$ cat config.mk
export PLATFORM = sky130hd
export DESIGN_NAME = hazard_ctrl_unit
export DESIGN_NICKNAME = d
export VERILOG_FILES = /design/src/rtl/hazard_pkg.sv /design/src/rtl/hazard_ctrl_unit_flag_tracker.sv /design/src/rtl/hazard_ctrl_unit.sv
export SDC_FILE = /design/constraint.sdc
export NUM_CORES = 1
export LEC_CHECK = 0
export ABC_AREA = 0
export CAP_MARGIN = 0
export CORE_MARGIN = 5
export CORE_UTILIZATION = 29
export DETAILED_ROUTE_END_ITERATION = 12
export PLACE_DENSITY = 0.78
export SYNTH_ARGS = -nofsm -noshare
export SYNTH_HDL_FRONTEND = slang
export SYNTH_SLANG_ARGS = --single-unit
$ cat constraint.sdc
create_clock -name clk -period 1.92 [get_ports clk]
set_input_delay 0.384 -clock clk [delete_from_list [all_inputs] [get_ports clk]]
set_output_delay 0.384 -clock clk [all_outputs]
set_load 0.02 [all_outputs]
$ cat src/rtl/hazard_pkg.sv
// Shared decode constants, FSM state type and source-usage helpers for the
// pipeline hazard controller.
package hazard_pkg;

    localparam logic [3:0] OP_LW       = 4'b1000;
    localparam logic [3:0] OP_SW       = 4'b1001;
    localparam logic [2:0] BR_PREFIX   = 3'b110;
    localparam logic [2:0] COND_ALWAYS = 3'b111;

    typedef enum logic [1:0] {
        RUN      = 2'd0,
        LD_STALL = 2'd1,
        BR_WAIT  = 2'd2
    } hz_state_t;

    // The rt field takes part in the load-use compare for ALU ops, loads and
    // branches; stores get their data forwarded from MEM, so they are excluded.
    function automatic logic uses_rt(input logic [3:0] opcode);
        return ~opcode[3] | (opcode == OP_LW) | (opcode[3:1] == BR_PREFIX);
    endfunction

    function automatic logic uses_rs(input logic [3:0] opcode);
        return uses_rt(opcode) | (opcode == OP_SW);
    endfunction

endpackage

$ cat src/rtl/hazard_ctrl_unit_flag_tracker.sv
// Shift register following flag-setting instructions from issue until they
// update the flag register; flags are ready once nothing is in flight.
module flag_tracker #(
    parameter int FLAG_DEPTH = 2
) (
    input  logic clk,
    input  logic rst,
    input  logic hold,
    input  logic issue_flag,
    output logic flags_ready
);

    logic [FLAG_DEPTH-1:0] trk_reg;

    generate
        for (genvar gi = 0; gi < FLAG_DEPTH; gi++) begin : g_stage
            logic stage_in;
            if (gi == 0) begin : g_head
                assign stage_in = issue_flag;
            end else begin : g_body
                assign stage_in = trk_reg[gi-1];
            end

            always_ff @(posedge clk or posedge rst) begin
                if (rst) begin
                    trk_reg[gi] <= 1'b0;
                end else if (!hold) begin
                    trk_reg[gi] <= stage_in;
                end
            end
        end
    endgenerate

    assign flags_ready = ~|trk_reg;

endmodule

$ cat src/rtl/hazard_ctrl_unit.sv
// Hazard controller: load-use stalls, flag-resolution waits for conditional
// branches, taken-branch flushes and whole-pipe freeze on memory busy.
module hazard_ctrl_unit
    import hazard_pkg::*;
#(
    parameter int          INST_W        = 16,
    parameter int          REG_AW        = 4,
    parameter int          LOAD_LAT      = 1,
    parameter int          FLAG_DEPTH    = 2,
    parameter logic [15:0] FLAG_SET_MASK = 16'h0077
) (
    input  logic              clk,
    input  logic              rst,
    input  logic [INST_W-1:0] if_id_inst,
    input  logic              if_id_valid,
    input  logic              id_ex_memread,
    input  logic [REG_AW-1:0] id_ex_rd_addr,
    input  logic              br_taken,
    input  logic              mem_busy,
    output logic              stall,
    output logic              id_bubble,
    output logic              if_flush,
    output logic              pipe_freeze,
    output logic [1:0]        hz_state
);

    localparam int CNT_W = (LOAD_LAT > 1) ? $clog2(LOAD_LAT) : 1;

    hz_state_t        state_reg;
    logic [CNT_W-1:0] cnt_reg;

    logic [3:0]        opcode;
    logic [REG_AW-1:0] rs;
    logic [REG_AW-1:0] rt;
    logic [2:0]        cond;
    logic              is_branch;
    logic              is_uncond;
    logic              cond_br;
    logic              load_hit;
    logic              flags_ready;
    logic              issue_flag;

    assign opcode    = if_id_inst[INST_W-1 -: 4];
    assign rs        = REG_AW'(if_id_inst[7:4]);
    assign rt        = ((opcode == OP_LW) || (opcode == OP_SW)) ?
                       REG_AW'(if_id_inst[11:8]) : REG_AW'(if_id_inst[3:0]);
    assign cond      = if_id_inst[11:9];
    assign is_branch = (opcode[3:1] == BR_PREFIX);
    assign is_uncond = (cond == COND_ALWAYS);
    assign cond_br   = if_id_valid & is_branch & ~is_uncond;

    assign load_hit = if_id_valid & id_ex_memread &
                      (((id_ex_rd_addr == rs) & uses_rs(opcode)) |
                       ((id_ex_rd_addr == rt) & uses_rt(opcode)));

    // Only instructions that actually leave decode this cycle enter the tracker.
    assign issue_flag = if_id_valid & ~stall & ~if_flush & FLAG_SET_MASK[opcode];

    flag_tracker #(
        .FLAG_DEPTH (FLAG_DEPTH)
    ) u_flag_tracker (
        .clk         (clk),
        .rst         (rst),
        .hold        (mem_busy),
        .issue_flag  (issue_flag),
        .flags_ready (flags_ready)
    );

    // RUN and BR_WAIT drive identical outputs; the state only records that a
    // branch is parked waiting for flags.
    always_comb begin
        stall       = 1'b0;
        id_bubble   = 1'b0;
        if_flush    = 1'b0;
        pipe_freeze = 1'b0;
        if (rst) begin
            pipe_freeze = 1'b0;
        end else if (mem_busy) begin
            pipe_freeze = 1'b1;
        end else if (state_reg == LD_STALL) begin
            stall     = 1'b1;
            id_bubble = 1'b1;
        end else if (load_hit) begin
            stall     = 1'b1;
            id_bubble = 1'b1;
        end else if (cond_br & ~flags_ready) begin
            stall     = 1'b1;
            id_bubble = 1'b1;
        end else if (if_id_valid & is_branch & (is_uncond | br_taken)) begin
            if_flush = 1'b1;
        end
    end

    always_ff @(posedge clk or posedge rst) begin
        if (rst) begin
            state_reg <= RUN;
            cnt_reg   <= '0;
        end else if (!mem_busy) begin
            case (state_reg)
                LD_STALL: begin
                    cnt_reg <= cnt_reg - CNT_W'(1);
                    if (cnt_reg == CNT_W'(1)) begin
                        state_reg <= RUN;
                    end
                end
                default: begin
                    if (load_hit) begin
                        if (LOAD_LAT > 1) begin
                            state_reg <= LD_STALL;
                            cnt_reg   <= CNT_W'(LOAD_LAT - 1);
                        end else begin
                            state_reg <= RUN;
                        end
                    end else if (cond_br & ~flags_ready) begin
                        state_reg <= BR_WAIT;
                    end else begin
                        state_reg <= RUN;
                    end
                end
            endcase
        end
    end

    assign hz_state = state_reg;

endmodule

==> results of run 1 <==
==> worst max-delay path: stages <==
cell and delay [ns]:
buf_6 0.10, nor3b_4 0.25, buf_4 0.16, mux2i_1 0.20, xnor2_1 0.10, nor4_2 0.32
buf_4 0.18, o22ai_2 0.06, buf_6 0.13
==> repair_timing <==
| action | 4_1_cts | 5_1_grt |
|---|---|---|
| buffers inserted | 4 | 2 |
| pin swaps | 5 | 4 |
| endpoints found under the setup margin | 6 | 4 |
| resized for setup | 35 | 4 |
==> power groups by stage <==
stage	combinational [mW]	sequential [mW]	clock, mW
6_report	0.169	0.0701	0.116
5_1_grt	0.185	0.0709	0.129
4_1_cts	0.163	0.0702	0.123
3_5_place_dp	0.158	0.0710	0
3_3_place_gp	0.155	0.0707	0
2_1_floorplan	0.0604	0.0715	0
==> per-layer routing <==
metal / track usage (%) / wire (um) / vias up
li1: - / - / 297
met1: 12.8 / 562 / 262
met2: 23.0 / 798 / 22
met3: 4.91 / 112 / 2
met4: 2.69 / 11 / 0
met5: 0 / 0 / -
==> cell usage after synthesis, types with 2 or more instances <==
master   n
xor2_1   2
mux2i_1  3
xnor2_1  7
inv_1    4
nand2_1  3
dfrtp_1  3
nor2_1   4
a21oi_1  4
a31oi_1  2
buf_4    2
==> worst paths after layout <==
check / end / slack, ns
max in group asynchronous: hz_state[1]$_DFFE_PP0N_ / 1.31
hold / removal: u_flag_tracker.g_stage[1].stage_in$_DFFE_PP0N_ / 0.47
setup / recovery: if_flush / -0.34
hold reg to reg: u_flag_tracker.trk_reg[1]$_DFFE_PP0N_ / 0.51
min in group clk: u_flag_tracker.trk_reg[1]$_DFFE_PP0N_ / 0.51
setup reg to reg: hz_state[1]$_DFFE_PP0N_ / 0.60
==> cell families (layout without fill, tap and decap cells) <==
kind of cell	count (synthesis)	after routing	share of synthesized area [%]
AO/OA/AOI/OAI	13	13	20.3
XOR/XNOR	9	9	18.3
buffers and inverters	7	60	7.82
flip-flops	3	3	17.4
multiplexers	4	4	9.57
other	1	1	0.869
AND/OR/NAND/NOR	17	17	25.8
==> layout make-up <==
cell class	count	share of cell area, %
Tap cell	16	2.13
Clock buffer	4	2.80
Multi-Input combinational cell	44	36.0
Inverter	4	1.60
Timing Repair Buffer	52	49.5
Sequential cell	3	7.99
==> through the flow <==
step	power (mW)	setup slack [ns]
final	0.356	-0.342
after floorplan	0.132	-0.308
after detailed placement	0.229	-1.10
after global routing	0.384	-0.444
after CTS	0.356	-0.332
after global placement	0.226	-1.07
==> summary.txt, run 1 <==
outcome = complete, but fails checks
failing checks = setup timing
Flop pwr share = 19.7%
port buffer count = 30
initial antenna violation count = 0
Via density = 4.74
post-route ant nets = 0
max_cap viols = 0
worst reg2reg path depth = 6
Setup Crit Path Kind = in -> out
WL/cell = 12.1 um
Clock Pin Slew Worst Setup and Hold Paths = 0.04 ns
PD cells = 379 mW/mm^2
sw frac = 28.9%
syn_nets = 80
RSZ-0062 raised after global routing = true
multi-input logic area = 338 sq um
first drt pass iteration count = 3
Detail Placement HPWL = 1180 um
highest-count cells in the layout ignoring fill and taps = buf_4 (23), clkdlybuf4s50_1 (22), xnor2_1 (7)
final setup margin = -0.342 ns
Initial Util = 29.7%
Period minus WS final = 2.26 ns
clk_skew = 0.00759 ns
Critical Path Sink Type = primary output
CTS Hold Bufs = 0
Skew-Pair Late Insertion Delay = 0.24 ns
residual DRC count = 0
initial DRC count = 7
Synth async-reset ratio = 100%
Die X = 48.6 um
number of synthesized register bits = 3
first-pass GRT wire length = 2420 um
total CTS buffers = 3
Comb power frac = 47.6%
largest cells by area after synthesis = dfrtp_1 (17%), xnor2_1 (14%), mux2i_1 (7.0%)
largest net degree at the start of global routing = 9
Clock Tree Buf Depth = 2
area grow syn2layout = 118%
CP startpoint = if_id_inst[13]
EDFF count, synth = 0
Hold Path Class = in -> async
CP required = 1.54 ns
Fin Hold WS = 0.472 ns
CTS H-tree lvls = 1
Synth Cell Area = 432 sq um
DP Area = 853 sq um
Clock power frac = 32.7%
final worst-path cycle share = 118%
site row count = 14
startpoint types = input port
Core Region = 0.00145 sq mm
Routed Wire Length = 1480 um
Vias = 583
filler cell count = 129
Chip Height = 48.6 um
Reg-to-Reg Start = u_flag_tracker.g_stage[1].stage_in$_DFFE_PP0N_
internal power = 253 uW
DP Cell Count = 113
post-synth top area share = 17.4%
die area = 0.00236 sq mm
Synth Instances = 54
Slew Viols, Final = 0
Final setup viols = 3
critical path arrival = 1.88 ns
CTS tree = yes
final instance area = 940 sq um
FMAX = 442 MHz
Sw Pwr = 103 uW
end-of-flow core utilization = 64.6%
Tot GR Track Use = 12.4%
vias in the first global route = 609
VDD IR max = 0.000304 V
Final Hold Vio Count = 0
Top-Level Pins = 32
register area = 75.1 sq um
total grt overflow = 0
non-filler cells, final = 123
TNS Setup = -0.961 ns
commonest non-fill, non-tap cell in the layout = buf_4
LEAKAGE = 0.415 nW
Main synth FF type = dfrtp_1
layout cells sized above 1 = 35.5%
CTS sink count = 3
clock root buffer = clkbuf_4
GPL Wtd Cong = 0.768
Syn. warnings = 0
Distinct cells, synth = 30
syn_area_per_cell = 7.99 sq um
cell taking the most area after synthesis = dfrtp_1
nets = 134
ANT cells = 0
sequential-to-total area share from yosys stat = 17.4%
top fanout value on the critical path = 3
(Power assumes the default switching activity.)
==> run 2: changes to the inputs <==
--- a/config.mk
+++ b/config.mk
@@ -13,4 +13,5 @@
 export PLACE_DENSITY = 0.78
 export SYNTH_ARGS = -nofsm -noshare
 export SYNTH_HDL_FRONTEND = slang
+export SYNTH_HIERARCHICAL = 1
 export SYNTH_SLANG_ARGS = --single-unit
==> run 2 against run 1 <==
- the run still ends with setup timing left
- worst setup slack improved by 0.036 ns
- first-iteration DRC count rose by 57%
- register-to-register slack worse by 0.38 ns
- sequential cell count stayed put
- clock power hardly changed
- count of clock-buffer cells in the layout stayed put
- cell count down 4.1%
- die area shrank 0.45%
- non-clock buffer count fell by 2
- sequential power grew 1%
- critical path type unchanged
==> summary.txt, run 2 <==
Flop pwr share = 19.6% (about the same)
WP buf/inv = 3 (-1)
Synth Instances = 51 (-5.6%)
vias in the first global route = 609 (unchanged)
RSZ-0062 raised after global routing = true
Synth async-reset ratio = 100% (unchanged)
EDFF count, synth = 0 (unchanged)
Sw Pwr = 107 uW (+4.5%)
GRT met1 Usage = 15.7% (+2.9 points)
total grt overflow = 0 (unchanged)
count leader, synth = xnor2_1
delay of the slowest critical-path stage = 0.28 ns (-0.04 ns)
post-synth top area share = 17.5% (+0.10 points)
critical path depth in cells = 8 (-1)
die area = 0.00235 sq mm (-0.45%)
CP required = 1.54 ns (about the same)
Chip Height = 48.5 um (-0.23%)
sw frac = 29.7% (+0.81 points)
residual DRC count = 0 (unchanged)
commonest non-fill, non-tap cell in the layout = buf_4
cells along the critical path = buf_6, nor3b_4, buf_4, mux2i_4, mux2i_2, and3_4, a21o_1, buf_6
PD cells = 373 mW/mm^2 (-1.5%)
CTS H-tree lvls = 1 (unchanged)
GPL Wtd Cong = 0.841 (+9.5%)
FMAX = 449 MHz (+1.6%)
area grow syn2layout = 126%
WL/cell = 14.6 um (+21%)
cell taking the most area after synthesis = dfrtp_1
clk_skew = 0.00532 ns (-0.00227 ns)
Initial Util = 31.8% (+2.1 points)
Distinct cells, synth = 29 (-3.3%)
Most Used Layer, Global Route = met2
failing checks = setup timing
top fanout value on the critical path = 2 (-1)
Hold Path Class = reg -> reg
worst slack, placed = -1.17 ns (-0.0703 ns)
largest net degree at the start of global routing = 6 (-3)
layout cells sized above 1 = 40.8% (+5.3 points)
Core Region = 0.00135 sq mm (-7.1%)
syn_area_per_cell = 8.41 sq um (+5.3%)
Routed Wire Length = 1720 um (+16%)
Slew Viols, Final = 0 (unchanged)
site row count = 13 (-1)
Slowest-stage cell, CP = mux2i_2
Final Hold Vio Count = 0 (unchanged)
Vias = 574 (-1.5%)
VDD IR max = 0.000476 V (+57%)
worst reg2reg path depth = 7 (+1)
final setup margin = -0.305 ns (+0.0363 ns)
Syn. warnings = 6 (+6)
Final setup viols = 4 (+1)
met3 Track Usage GR = 6.12% (+1.2 points)
first drt pass iteration count = 4 (+1)
syn_nets = 77 (-3.8%)
largest cells by area after synthesis = dfrtp_1 (17%), xnor2_1 (14%), mux2i_1 (12%)
crit-path leading delay family = multiplexers
post-route ant nets = 0 (unchanged)
Via density = 4.86 (+2.6%)
CTS sink count = 3 (unchanged)
Die X = 48.5 um (-0.23%)
Detail Placement HPWL = 1230 um (+3.7%)
final worst-path cycle share = 116% (-1.9 points)
CP most frequent cell = buf_6
Main synth FF type = dfrtp_1
nets = 130 (-3.0%)
initial DRC count = 11 (+4)
Clock Pin Slew Worst Setup and Hold Paths = 0.04 ns (about the same)
non-filler cells, final = 118 (-4.1%)
ANT cells = 0 (unchanged)
Skew-Pair Late Insertion Delay = 0.24 ns (about the same)
port buffer count = 30 (unchanged)
Setup Crit Path Kind = in -> out
number of synthesized register bits = 3 (unchanged)
Critical Path Sink Type = primary output
critical path arrival = 1.84 ns (-0.04 ns)
R2R setup slack = 0.22 ns (-0.38 ns)
DP Cell Count = 108 (-4.4%)
Period minus WS final = 2.23 ns (-0.0363 ns)
met2 usage = 25.4% (+2.4 points)
total CTS buffers = 3 (unchanged)
CTS tree = yes
max_cap viols = 0 (unchanged)
LEAKAGE = 0.434 nW (+4.6%)
startpoint types = input port
Tot GR Track Use = 14.3% (+1.9 points)
outcome = complete, but fails checks
sequential-to-total area share from yosys stat = 17.5% (+0.10 points)
commonest cells in the netlist = xnor2_1 (7), mux2i_1 (5), nand2_1 (5)
Clock power frac = 31.1% (-1.6 points)
Hold Path Depth = 2
initial antenna violation count = 0 (unchanged)
Top-Level Pins = 32 (unchanged)
highest-count cells in the layout ignoring fill and taps = buf_4 (21), clkdlybuf4s50_1 (17), xnor2_1 (6), nand2_1 (5)
Comb power frac = 49.2% (+1.6 points)
Clock Tree Buf Depth = 2 (unchanged)
internal power = 254 uW (+0.48%)
first-pass GRT wire length = 2680 um (+11%)
Synth Cell Area = 429 sq um (-0.58%)
clock root buffer = clkbuf_4
Fin Hold WS = 0.500 ns (+0.0277 ns)
CTS Hold Bufs = 0 (unchanged)
-- run 2: area by class of cell --
cell class	count	area, sq um
timing repair buffer	50	449
multi-input combinational	43	389
fill	101	380
sequential	3	75.1
clock buffer	4	26.3
tap	15	18.8
inverter	3	11.3
-- run 2: stage by stage --
stage | instance area [sq um] | power, mW | TNS, ns | utilization [%]
after floorplan | 433 | 0.127 | -0.294 | -
after global placement | 838 | 0.224 | -4.64 | 62.1
after detailed placement | 838 | 0.226 | -4.80 | 62.1
after CTS | 913 | 0.352 | -0.769 | 67.7
after global routing | 970 | 0.391 | -1.31 | 71.8
final | 970 | 0.362 | -0.937 | 71.8
-- run 2: tightest hold or removal path: stages (launching register included) --
cell	delay (ns)
dfrtp_1	0.34
nand2_1	0.05
o211ai_1	0.06
-- run 2: power by group through the flow --
stage | clock network [mW] | registers [mW] | logic, mW
after floorplan | 0 | 0.0728 | 0.0545
after global placement | 0 | 0.0716 | 0.152
after detailed placement | 0 | 0.0717 | 0.155
after CTS | 0.118 | 0.0710 | 0.163
after global routing | 0.128 | 0.0713 | 0.192
final | 0.113 | 0.0710 | 0.178
-- run 2: what timing repair did --
action | CTS | global route
hold endpoints to repair | 0 | 0
endpoints found under the setup margin | 6 | 6
pin swaps | 9 | 3
resized for setup | 43 | 10
buffers inserted | 6 | 1
-- run 2: final timing paths --
check                                                          startpoint                                              to
max in group asynchronous                                             rst  u_flag_tracker/g_stage[1].stage_in$_DFFE_PP0N_
min in group asynchronous                                             rst                         hz_state[1]$_DFFE_PP0N_
setup / recovery                                           if_id_inst[13]                                       id_bubble
hold / removal                                    hz_state[1]$_DFFE_PP0N_                         hz_state[1]$_DFFE_PP0N_
hold reg to reg                                   hz_state[1]$_DFFE_PP0N_                         hz_state[1]$_DFFE_PP0N_
setup reg to reg           u_flag_tracker/g_stage[1].stage_in$_DFFE_PP0N_                         hz_state[1]$_DFFE_PP0N_
-- run 2: cells by family (layout without fill, tap and decap cells) --
logic type      Yosys count  after routing  share of synthesized area (%)
mux                       7              7                           16.9
flops                     3              3                           17.5
other cells               1              1                          0.874
xor+xnor                  7              7                           14.3
simple gates             18             18                           26.5
buf+inv                   5             57                           6.12
compound gates           10             10                           17.8
-- run 2: per-layer routing --
metal / wire (um) / up-vias
met1: 657 / 264
met5: 0 / -
met3: 92 / 0
li1: - / 291
met2: 966 / 19
met4: 0 / 0
==> run 3: changes to the inputs <==
--- a/config.mk
+++ b/config.mk
@@ -11,6 +11,7 @@
 export CORE_UTILIZATION = 29
 export DETAILED_ROUTE_END_ITERATION = 12
 export PLACE_DENSITY = 0.78
+export SLEW_MARGIN = 10
 export SYNTH_ARGS = -nofsm -noshare
 export SYNTH_HDL_FRONTEND = slang
 export SYNTH_HIERARCHICAL = 1
==> results of run 3 <==
No change in the layout: final DEF, timing and power equal those of run 2.
